==> config.mk <==
export PLATFORM = sky130hd
export DESIGN_NAME = imem_boot_loader
export DESIGN_NICKNAME = d
export VERILOG_FILES = /design/src/rtl/imem_boot_loader.sv
export SDC_FILE = /design/constraint.sdc
export NUM_CORES = 1
export LEC_CHECK = 0
export CAP_MARGIN = 20
export CORE_ASPECT_RATIO = 1.1
export CORE_MARGIN = 1.5
export CORE_UTILIZATION = 42
export CTS_CLUSTER_SIZE = 24
export DETAILED_ROUTE_END_ITERATION = 8
export PLACE_DENSITY = 0.93
export RECOVER_POWER = 25
export SLEW_MARGIN = 40
export SYNTH_ARGS = -nofsm -noshare
export SYNTH_HDL_FRONTEND = slang
export SYNTH_SLANG_ARGS = --single-unit
==> constraint.sdc <==
create_clock -name clk -period 2.9 [get_ports clk]
set_input_delay 0.58 -clock clk [delete_from_list [all_inputs] [get_ports clk]]
set_output_delay 0.58 -clock clk [all_outputs]
set_load 0.01 [all_outputs]
==> src/rtl/imem_boot_loader.sv <==
// Boot loader for the instruction memory: assembles a little-endian byte stream
// into 32-bit words, writes them from address 0 and holds the CPU in reset until done.
module imem_boot_loader #(
  parameter int AW = 10
) (
  input  logic          clk,
  input  logic          rst,
  input  logic          load_start,
  input  logic [10:0]   word_count,
  input  logic          byte_valid,
  input  logic [7:0]    byte_data,
  output logic          byte_ready,
  input  logic [31:0]   fetch_A,
  output logic [31:0]   fetch_RD,
  output logic [AW-1:0] mem_raddr,
  input  logic [31:0]   mem_rdata,
  output logic          mem_we,
  output logic [AW-1:0] mem_waddr,
  output logic [31:0]   mem_wdata,
  output logic          cpu_rst,
  output logic          busy,
  output logic          done,
  output logic          err
);

  typedef enum logic [1:0] {
    S_IDLE  = 2'd0,
    S_LOAD  = 2'd1,
    S_WRITE = 2'd2,
    S_DONE  = 2'd3
  } state_e;

  state_e      state_q, state_d;
  logic [10:0] cnt_q, cnt_d;        // words written; one bit wider than AW so 1024 is representable
  logic [10:0] count_q, count_d;
  logic [1:0]  byte_cnt_q, byte_cnt_d;
  logic [31:0] word_q, word_d;
  logic        err_q, err_d;
  logic        count_ok;
  logic        unused_fetch_bits;

  assign count_ok = (word_count != 11'd0) && (word_count <= 11'd1024);

  // NOTE: every always_comb output gets a default first so no path can infer a latch.
  always_comb begin
    state_d    = state_q;
    cnt_d      = cnt_q;
    count_d    = count_q;
    byte_cnt_d = byte_cnt_q;
    word_d     = word_q;
    err_d      = err_q;

    case (state_q)
      S_IDLE, S_DONE: begin
        if (load_start) begin
          if (count_ok) begin
            state_d    = S_LOAD;
            cnt_d      = 11'd0;
            count_d    = word_count;
            byte_cnt_d = 2'd0;
            word_d     = 32'h0;
            err_d      = 1'b0;
          end else begin
            err_d = 1'b1;
          end
        end
      end
      S_LOAD: begin
        if (byte_valid) begin
          word_d[8*byte_cnt_q +: 8] = byte_data;
          byte_cnt_d                = byte_cnt_q + 2'd1;
          if (byte_cnt_q == 2'd3) state_d = S_WRITE;
        end
      end
      S_WRITE: begin
        cnt_d   = cnt_q + 11'd1;
        state_d = (cnt_d == count_q) ? S_DONE : S_LOAD;
      end
      default: state_d = S_IDLE;
    endcase
  end

  // NOTE: sequential state uses non-blocking assignments so all registers update together.
  always_ff @(posedge clk or negedge rst) begin
    if (!rst) begin
      state_q    <= S_IDLE;
      cnt_q      <= 11'd0;
      count_q    <= 11'd0;
      byte_cnt_q <= 2'd0;
      word_q     <= 32'h0;
      err_q      <= 1'b0;
    end else begin
      state_q    <= state_d;
      cnt_q      <= cnt_d;
      count_q    <= count_d;
      byte_cnt_q <= byte_cnt_d;
      word_q     <= word_d;
      err_q      <= err_d;
    end
  end

  assign byte_ready = (state_q == S_LOAD);
  assign busy       = (state_q == S_LOAD) || (state_q == S_WRITE);
  assign done       = (state_q == S_DONE);
  assign err        = err_q;

  assign mem_we    = (state_q == S_WRITE);
  assign mem_waddr = cnt_q[AW-1:0];
  assign mem_wdata = word_q;

  // The pipeline only runs while no session is in flight.
  assign cpu_rst   = rst && ((state_q == S_IDLE) || (state_q == S_DONE));
  assign mem_raddr = fetch_A[AW+1:2];
  assign fetch_RD  = cpu_rst ? mem_rdata : 32'h0;

  assign unused_fetch_bits = ^{fetch_A[31:AW+2], fetch_A[1:0]};

endmodule

# Word level (Yosys, flattened, before mapping)
# Cells that the tools add are included.
# word_totals
regBits	59
latch_bits	0
ram_bits	0
rom_bits	0
inputBits	87
output_inout_bits	90
elab_cells	55
memories	0
# classes
n_addsub	3
n_mul	0
div	0
n_lt_le_gt_ge	1
eq_ne	9
shifts	2
mux	20
n_bitwise	0
reduce_logical	14
# op_table
op	n
$mux W32	4
$pmux W32 S2	1
$neg A5 Y34	1
$shift A8 B34 Y32 const A	1
$shiftx A8 B34 Y32	1
$bwmux W32	1
$mux W11	2
$pmux W11 S2	1
$mux W2	8
$add A11 B1 Y11 const B	1
$eq A11 B11 Y1	1
$le A11 B11 Y1 const B	1
$reduce_bool A11 Y1	1
$reduce_and A4 Y1	2
$eq A2 B2 Y1 const B	3
$ne A2 B2 Y1 const B	3
$pmux W2 S3	1
$reduce_and A3 Y1	2
$pmux W2 S2	1
$reduce_bool A2 Y1	2
$add A2 B1 Y2 const B	1
$eq A2 B1 Y1 const B	1
$logic_and A1 B1 Y1	2
$logic_not A2 Y1	1
other kinds (5)	6

# Logic depth before layout (Yosys ltp)
# Gate-level depths: netlist (run 1).
# depth
ltp_word	5
mapped_depth	9
depth_no_buf	7

# Worst setup path after synthesis (run 1)
# OpenSTA, ideal clock, no wires.
# synth_path
kind	register to register
start	register state_q[0]
end	register word_q[10] (netlist: mem_wdata[10])
setup_ns	0.139
arrival_ns	2.023
required_ns	2.761
path_slack_ns	0.738
path_stages_with_launch	10
path_buffers	2
period_less_slack_ns	2.162
path_cell_list	dfrtp_1 > inv_1 > ha_1 > buf_2 > clkinv_1 > nor2_1 > o32ai_2 > clkbuf_1 > nand2_1 > o21ai_0
# synth_via
elab_chain_len	4
elab_cells_between_ends	10
classes_between	5 x eq/ne; 1 x mux; 4 x reduce/logical
# synth_lines
element	line	rtl
from (decl)	33	state_e state_q, state_d;
from (signal assigned)	93	state_q <= state_d;
$eq A2 B2 Y1 / $logic_not A2 Y1 (equally long branches)	53	case (state_q)
$reduce_or A2 Y1	53	
$ne A2 B2 Y1 (no line) / $reduce_bool A2 Y1 (equally long branches)	-	
$reduce_and A4 Y1 (no line)	-	
to (signal assigned)	97	word_q <= word_d;
to (decl)	37	logic [31:0] word_q, word_d;
# Several ways; a longest one is shown, not always the timed one.
# A chain may end at the register's enable or synchronous reset.

# Worst setup path after layout (run 1)
# layout_path
start	register state_q[0]
end	output fetch_RD[17]
# layout_via
elab_chain_len	4
elab_cells_between_ends	5
classes_between	1 x eq/ne; 1 x mux; 3 x reduce/logical
# layout_lines
element	line	rtl
$eq A2 B2 Y1 / $logic_not A2 Y1 (equally long branches)	112	assign cpu_rst = rst && ((state_q == S_IDLE) || (state_q == S_DONE));
$logic_or A1 B1 Y1 *	112	
$logic_and A1 B1 Y1 *	112	
$mux W32 *	114	assign fetch_RD = cpu_rst ? mem_rdata : 32'h0;
to (decl)	14	output logic [31:0] fetch_RD,
# Every way passes the cells marked *; elsewhere a longest branch is shown, timed or not.

==> key figures, run 1 <==
Setup path
  – Critical path required time: 2.32 ns
  – Critical path buffers and inverters: 3
  – Setup crit end kind: output pin
  – Critical path's slowest cell: clkdlybuf4s50_1
  – Max FO, Critical Path: 42
  – Worst setup SP type: register
  – Crit path max-delay family: buffers and inverters
  – Arr. time, crit path: 2.18 ns
  – CP Class: reg2out
  – Critical Path Max Stage Delay: 0.54 ns
  – Critical path cell sequence: inv_1, ha_2, buf_12, and3_1, clkdlybuf4s50_1

Status
  – Outcome: complete, no violations

Synth
  – Synth area leader: dfrtp_1
  – Net count of the mapped netlist: 524
  – Post-Syn Area per Cell: 8.85 um^2
  – Top post-synthesis cells by area: dfrtp_1 39%, nand2_1 6.7%, and3_1 6.4%
  – Post-synthesis register bit count: 59
  – Distinct cell type count after synthesis: 62
  – Synth Cell Area: 3790 um^2
  – Sequential area share after synthesis: 39.0%
  – Synth warn: 0
  – Post-synth ARST share: 100%
  – Post-synth EDFFs: 0
  – Gate Count Post-Synth: 428
  – Synth Flop Type: dfrtp_1
  – Synth top area share: 39.0%

Cells and area
  – Most common cell after layout, fill and taps aside: clkdlybuf4s50_1
  – Fraction of layout cells with a size suffix above 1: 10.1%
  – Commonest cells after routing, fill and taps aside: 133 x clkdlybuf4s50_1, 68 x nand2_1, 59 x dfrtp_1
  – N_diodes: 0
  – Synth-to-Final Area Change: 39.0%
  – Nets: 633

Clock tree
  – Worst-path clk slew: 0.07 ns
  – Clock root buffer: clkbuf_8
  – Worst-Skew Late Latency: 0.34 ns
  – CTS sink count: 59
  – CTS tree: done
  – Inserted Clock Buffers: 9
  – H-tree depth: 3
  – Clock Path Buffers: 2
  – Post-CTS Setup Inserts: 0

Timing
  – Least-Margin Pin Slew: 1.37 ns
  – Worst setup margin: 0.145 ns
  – Slew Viols, Final: 0
  – Post-route minimum period: 2.76 ns
  – Tcrit/Tclk final: 95.0%
  – Setup Skew: 0.00834 ns
  – Final setup viols: 0
  – Final-report hold violation count: 0
  – Fmax: 363 MHz
  – Setup_tns: 0 ns
  – Headroom to the max-slew limit: 8.36%
  – RSZ-0062 raised after global routing: no

Routing
  – Starting DRT DRC Count: 205
  – Post-route ant nets: 0
  – Final wirelength: 10400 um
  – WL/cell: 15.8 um
  – DRC viols: 0
  – Drt via density: 5.41
  – Vias: 3550
  – TritonRoute pass-1 iters: 4

GRT
  – Number of global-route vias before repair: 3490
  – Largest net degree at the start of global routing: 57
  – Global-route wire length before repair: 17100 um
  – Initial antenna violation count: 0
  – Grt ovf: 0
  – Total track usage: 22.8%

Hold path
  – Hold WC Path Type: in2async

Floorplan
  – Die height: 103 um
  – Row Count: 36
  – I/O pin count: 177
  – Initial core utilization: 42.9%
  – Die area: 9590 um^2
  – Die width: 93.5 um
  – Core area: 8830 um^2

Place
  – Gpl congestion: 0.838
  – Pre-CTS setup slack: 0.124 ns
  – DP Wirelength: 7960 um
  – I/O Buffers: 134

Power and ir drop
  – Leak pwr: 2.18 nW
  – PD cells: 749 nW/um^2
  – Max VDD drop: 0.386 mV

Job
  – # Max-Cap Violations: 0
## stage by stage
step,utilization (%),instances,hold slack [ns],power (mW),area (um^2)
6_report,59.6,656,0.197,3.94,5260
3_3_place_gp,57.7,640,0.462,3.21,5090
2_1_floorplan,-,428,0.284,2.46,3790
5_1_grt,59.6,656,0.200,4.22,5260
4_1_cts,59.6,656,0.176,3.96,5260
3_5_place_dp,57.7,640,0.479,3.31,5090
## layer usage
| layer | vias up | share of wire (%) | GRT usage [%] |
|---|---|---|---|
| li1 | 1696 | - | - |
| met2 | 132 | 51 | 40.3 |
| met5 | - | 0 | 0 |
| met4 | 0 | 2.1 | 8.04 |
| met3 | 17 | 6.3 | 5.90 |
| met1 | 1705 | 40 | 26.7 |
## Yosys cell counts (4+ instances only)
library cell,n
nand3_1,7
mux2_2,10
clkbuf_1,16
o311ai_0,5
ha_1,9
o21ai_0,40
nand4_1,4
a21oi_1,4
buf_4,20
and2_1,6
nand2_1,68
xor2_1,5
and4_1,4
and3_1,39
buf_1,4
nor2b_1,5
nor2_1,14
inv_1,19
nor3_1,6
xnor2_1,7
mux2i_1,10
dfrtp_1,59
nor3b_1,5
buf_2,7
## worst paths after layout
kind,startpoint,to,slack (ns),depth (start not counted)
setup / recovery,state_q[0]$_DFFE_PN0P_,fetch_RD[17],0.14,5
hold / removal,rst,mem_wdata[24]$_DFFE_PN0P_,0.20,1
setup reg to reg,cnt_q[0]$_DFFE_PN0P_,state_q[1]$_DFFE_PN0P_,0.53,6
hold reg to reg,mem_wdata[20]$_DFFE_PN0P_,mem_wdata[20]$_DFFE_PN0P_,0.49,2
max in group asynchronous,rst,mem_wdata[3]$_DFFE_PN0P_,0.99,2
min in group clk,mem_wdata[20]$_DFFE_PN0P_,mem_wdata[20]$_DFFE_PN0P_,0.49,2
## sequential cells by signal, summed over array words and instances (netlist names)
| name | flops |
|---|---|
| count_q | 11 |
| cnt_q | 11 |
| mem_wdata | 32 |
| byte_cnt_q | 2 |
| state_q | 2 |
| err | 1 |
## power by group
part / internal, mW / total [mW] / switching (mW)
logic: 1.06 / 2.17 / 1.11
registers: 0.987 / 1.13 / 0.141
clock network: 0.309 / 0.642 / 0.333
## cells by family (layout without fill, tap and decap cells)
logic type | after synthesis | in the layout | synth area share [%]
simple gates | 179 | 179 | 25.8
compound gates | 78 | 78 | 13.7
buf+inv | 69 | 183 | 9.45
flops | 59 | 59 | 39.0
mux | 22 | 22 | 6.21
xor+xnor | 12 | 12 | 2.78
fa+ha+maj | 9 | 9 | 2.97
## worst register-to-register path, stage by stage, from the launching register on
cell      delay (ns)
dfrtp_1         0.55
ha_1            0.44
nand4_2         0.23
or4_1           0.50
a211oi_1        0.25
o31ai_1         0.09
o31ai_1         0.23
## final cells by class
type,count,area (um^2)
multi-input combinational,300,1950
fill,766,3570
tap,114,143
sequential,59,1480
clock buffer,10,128
timing repair buffer,147,1440
clock inverter,6,42.5
inverter,20,75.1
## what timing repair did
action / in CTS / in global routing
setup endpoints to repair: 0 / 2
hold buffers: 0 / 0
gates resized for setup: 0 / 1
hold endpoints to repair: 0 / 0
Note: power is estimated with default switching activity, not from simulation.
==> inputs of run 2 (changes only) <==
Settings changed: GPL_TIMING_DRIVEN set to 1, HOLD_SLACK_MARGIN set to 0.05, MAX_ROUTING_LAYER set to met4.
==> run 2 against run 1 <==
Net effect:
- flip-flop and latch count unchanged
- fmax about the same
- clock skew up 0.00070 ns
- final cell count unchanged
- setup slack better by 0.0020 ns
- sequential power about the same
- routed wire length up 0.28%
- utilization unchanged
- largest power group unchanged
==> key figures, run 2 (synthesis results as in run 1) <==
GRT
  – Global-route wire length before repair: 17100 um (-0.20%)
  – Total track usage: 23.4% (+0.68 points)
  – Largest net degree at the start of global routing: 57 (unchanged)
  – Number of global-route vias before repair: 3497 (+0.20%)
  – Grt ovf: 0 (unchanged)
  – Initial antenna violation count: 0 (unchanged)

Routing
  – Final wirelength: 10400 um (+0.28%)
  – Post-route ant nets: 0 (unchanged)
  – DRC viols: 0 (unchanged)
  – Vias: 3542 (-0.23%)
  – Starting DRT DRC Count: 195 (-4.9%)
  – Drt via density: 5.40 (-0.23%)
  – TritonRoute pass-1 iters: 5 (+1)
  – WL/cell: 15.9 um (+0.28%)

Floorplan
  – Die area: 9590 um^2 (unchanged)
  – Initial core utilization: 42.9% (unchanged)
  – Row Count: 36 (unchanged)
  – I/O pin count: 177 (unchanged)
  – Die width: 93.5 um (unchanged)
  – Core area: 8830 um^2 (unchanged)
  – Die height: 103 um (unchanged)

Status
  – Outcome: complete, no violations

Setup path
  – Crit path max-delay family: buffers and inverters
  – RR Startpoint: cnt_q[0]$_DFFE_PN0P_
  – Critical path's slowest cell: clkdlybuf4s50_1
  – Max FO, Critical Path: 42 (unchanged)
  – Reg2reg path depth: 6 (unchanged)
  – Critical path buffers and inverters: 3 (unchanged)
  – CP Class: reg2out
  – Critical path cell sequence: inv_1, ha_2, buf_12, and3_1, clkdlybuf4s50_1
  – Arr. time, crit path: 2.17 ns (about the same)
  – Crit path from: state_q[0]$_DFFE_PN0P_
  – Crit path capture: fetch_RD[17]
  – Setup crit end kind: output pin
  – Critical path required time: 2.32 ns (about the same)
  – Cell depth of the worst setup path: 5 (unchanged)
  – FF-to-FF setup slack: 0.53 ns (about the same)
  – R2r endpoint: state_q[1]$_DFFE_PN0P_
  – Worst setup SP type: register
  – Critical Path Max Stage Delay: 0.54 ns (about the same)

Timing
  – Setup_tns: 0 ns (unchanged)
  – RSZ-0062 raised after global routing: no
  – Least-Margin Pin Slew: 1.38 ns (+0.00598 ns)
  – Tcrit/Tclk final: 94.9% (about the same)
  – Post-route minimum period: 2.75 ns (-0.00204 ns)
  – Setup Skew: 0.00903 ns (+0.000698 ns)
  – Headroom to the max-slew limit: 7.96% (-0.40 points)
  – Final-report hold violation count: 0 (unchanged)
  – Final setup viols: 0 (unchanged)
  – Slew Viols, Final: 0 (unchanged)
  – Fmax: 363 MHz (about the same)

Clock tree
  – CTS tree: done
  – H-tree depth: 3 (unchanged)
  – Post-CTS Setup Inserts: 0 (unchanged)
  – CTS sink count: 59 (unchanged)
  – Clock root buffer: clkbuf_8
  – Inserted Clock Buffers: 9 (unchanged)
  – Worst-path clk slew: 0.07 ns (about the same)
  – Worst-Skew Late Latency: 0.34 ns (about the same)
  – Clock Path Buffers: 2 (unchanged)

Cells and area
  – Commonest cells after routing, fill and taps aside: 133 x clkdlybuf4s50_1, 68 x nand2_1, 59 x dfrtp_1
  – Synth-to-Final Area Change: 39.0% (unchanged)
  – Max FFs per register: 32 (unchanged)
  – Nets: 633 (unchanged)
  – Fraction of layout cells with a size suffix above 1: 10.1% (unchanged)
  – N_diodes: 0 (unchanged)
  – Most common cell after layout, fill and taps aside: clkdlybuf4s50_1
  – Non-Filler Instances: 656 (unchanged)

Place
  – Placed cells: 640 (unchanged)
  – I/O Buffers: 134 (unchanged)
  – DP Wirelength: 7960 um (unchanged)
  – Gpl congestion: 0.851 (+1.6%)

Job
  – # Max-Cap Violations: 0 (unchanged)

Hold path
  – Hold WC Path Type: in2async

Power and ir drop
  – Max VDD drop: 0.387 mV (+0.23%)
  – PD cells: 750 nW/um^2 (about the same)
  – Leak pwr: 2.18 nW (unchanged)
## run 2: per-stage QoR
stage / util [%] / area [um^2] / hold slack [ns] / setup WS [ns] / total power, mW
global route: 59.6 / 5260 / 0.200 / 0.0196 / 4.22
CTS: 59.6 / 5260 / 0.176 / 0.0764 / 3.96
floorplan: - / 3790 / 0.284 / 0.738 / 2.46
finish: 59.6 / 5260 / 0.196 / 0.147 / 3.95
global placement: 57.7 / 5090 / 0.462 / 0.229 / 3.21
detailed placement: 57.7 / 5090 / 0.479 / 0.124 / 3.31
## run 2: worst min path at each step
| stage | slack [ns] | end | start | cells after the start |
|---|---|---|---|---|
| floorplan | 0.28 | byte_cnt_q[0]$_DFFE_PN0P_ | rst | 0 |
| global placement | 0.46 | mem_wdata[17]$_DFFE_PN0P_ | mem_wdata[17]$_DFFE_PN0P_ | 2 |
| detailed placement | 0.48 | mem_wdata[25]$_DFFE_PN0P_ | mem_wdata[25]$_DFFE_PN0P_ | 2 |
| CTS | 0.18 | mem_wdata[24]$_DFFE_PN0P_ | rst | 1 |
| global route | 0.20 | mem_wdata[26]$_DFFE_PN0P_ | rst | 1 |
| finish | 0.20 | mem_wdata[24]$_DFFE_PN0P_ | rst | 1 |
## run 2: repair_timing
action	in CTS	in global routing
gates resized for setup	0	1
endpoints found under the setup margin	0	2
hold buffers	0	0
## run 2: per-layer routing
| metal | vias up | GRT usage, % | share of wire (%) |
|---|---|---|---|
| met5 | - | - | 0 |
| li1 | 1695 | - | - |
| met1 | 1701 | 26.6 | 41 |
| met2 | 123 | 40.3 | 51 |
| met4 | 0 | 8.04 | 2.2 |
| met3 | 23 | 5.90 | 6.0 |
## run 2: final cells by class
cell class	instances	area, um^2
fillers	766	3570
multi-input cells	300	1950
flip-flops and latches	59	1480
repair buffers	147	1440
well taps	114	143
clock buffers	10	128
inverters	20	75.1
clock inverters	6	42.5
## run 2: power by group
group / leakage [nW] / total [mW] / switching, mW / internal [mW]
combinational: 1.31 / 2.18 / 1.11 / 1.06
clock: 0.0822 / 0.643 / 0.334 / 0.309
sequential: 0.790 / 1.13 / 0.140 / 0.987
total: 2.18 / 3.95 / 1.59 / 2.36
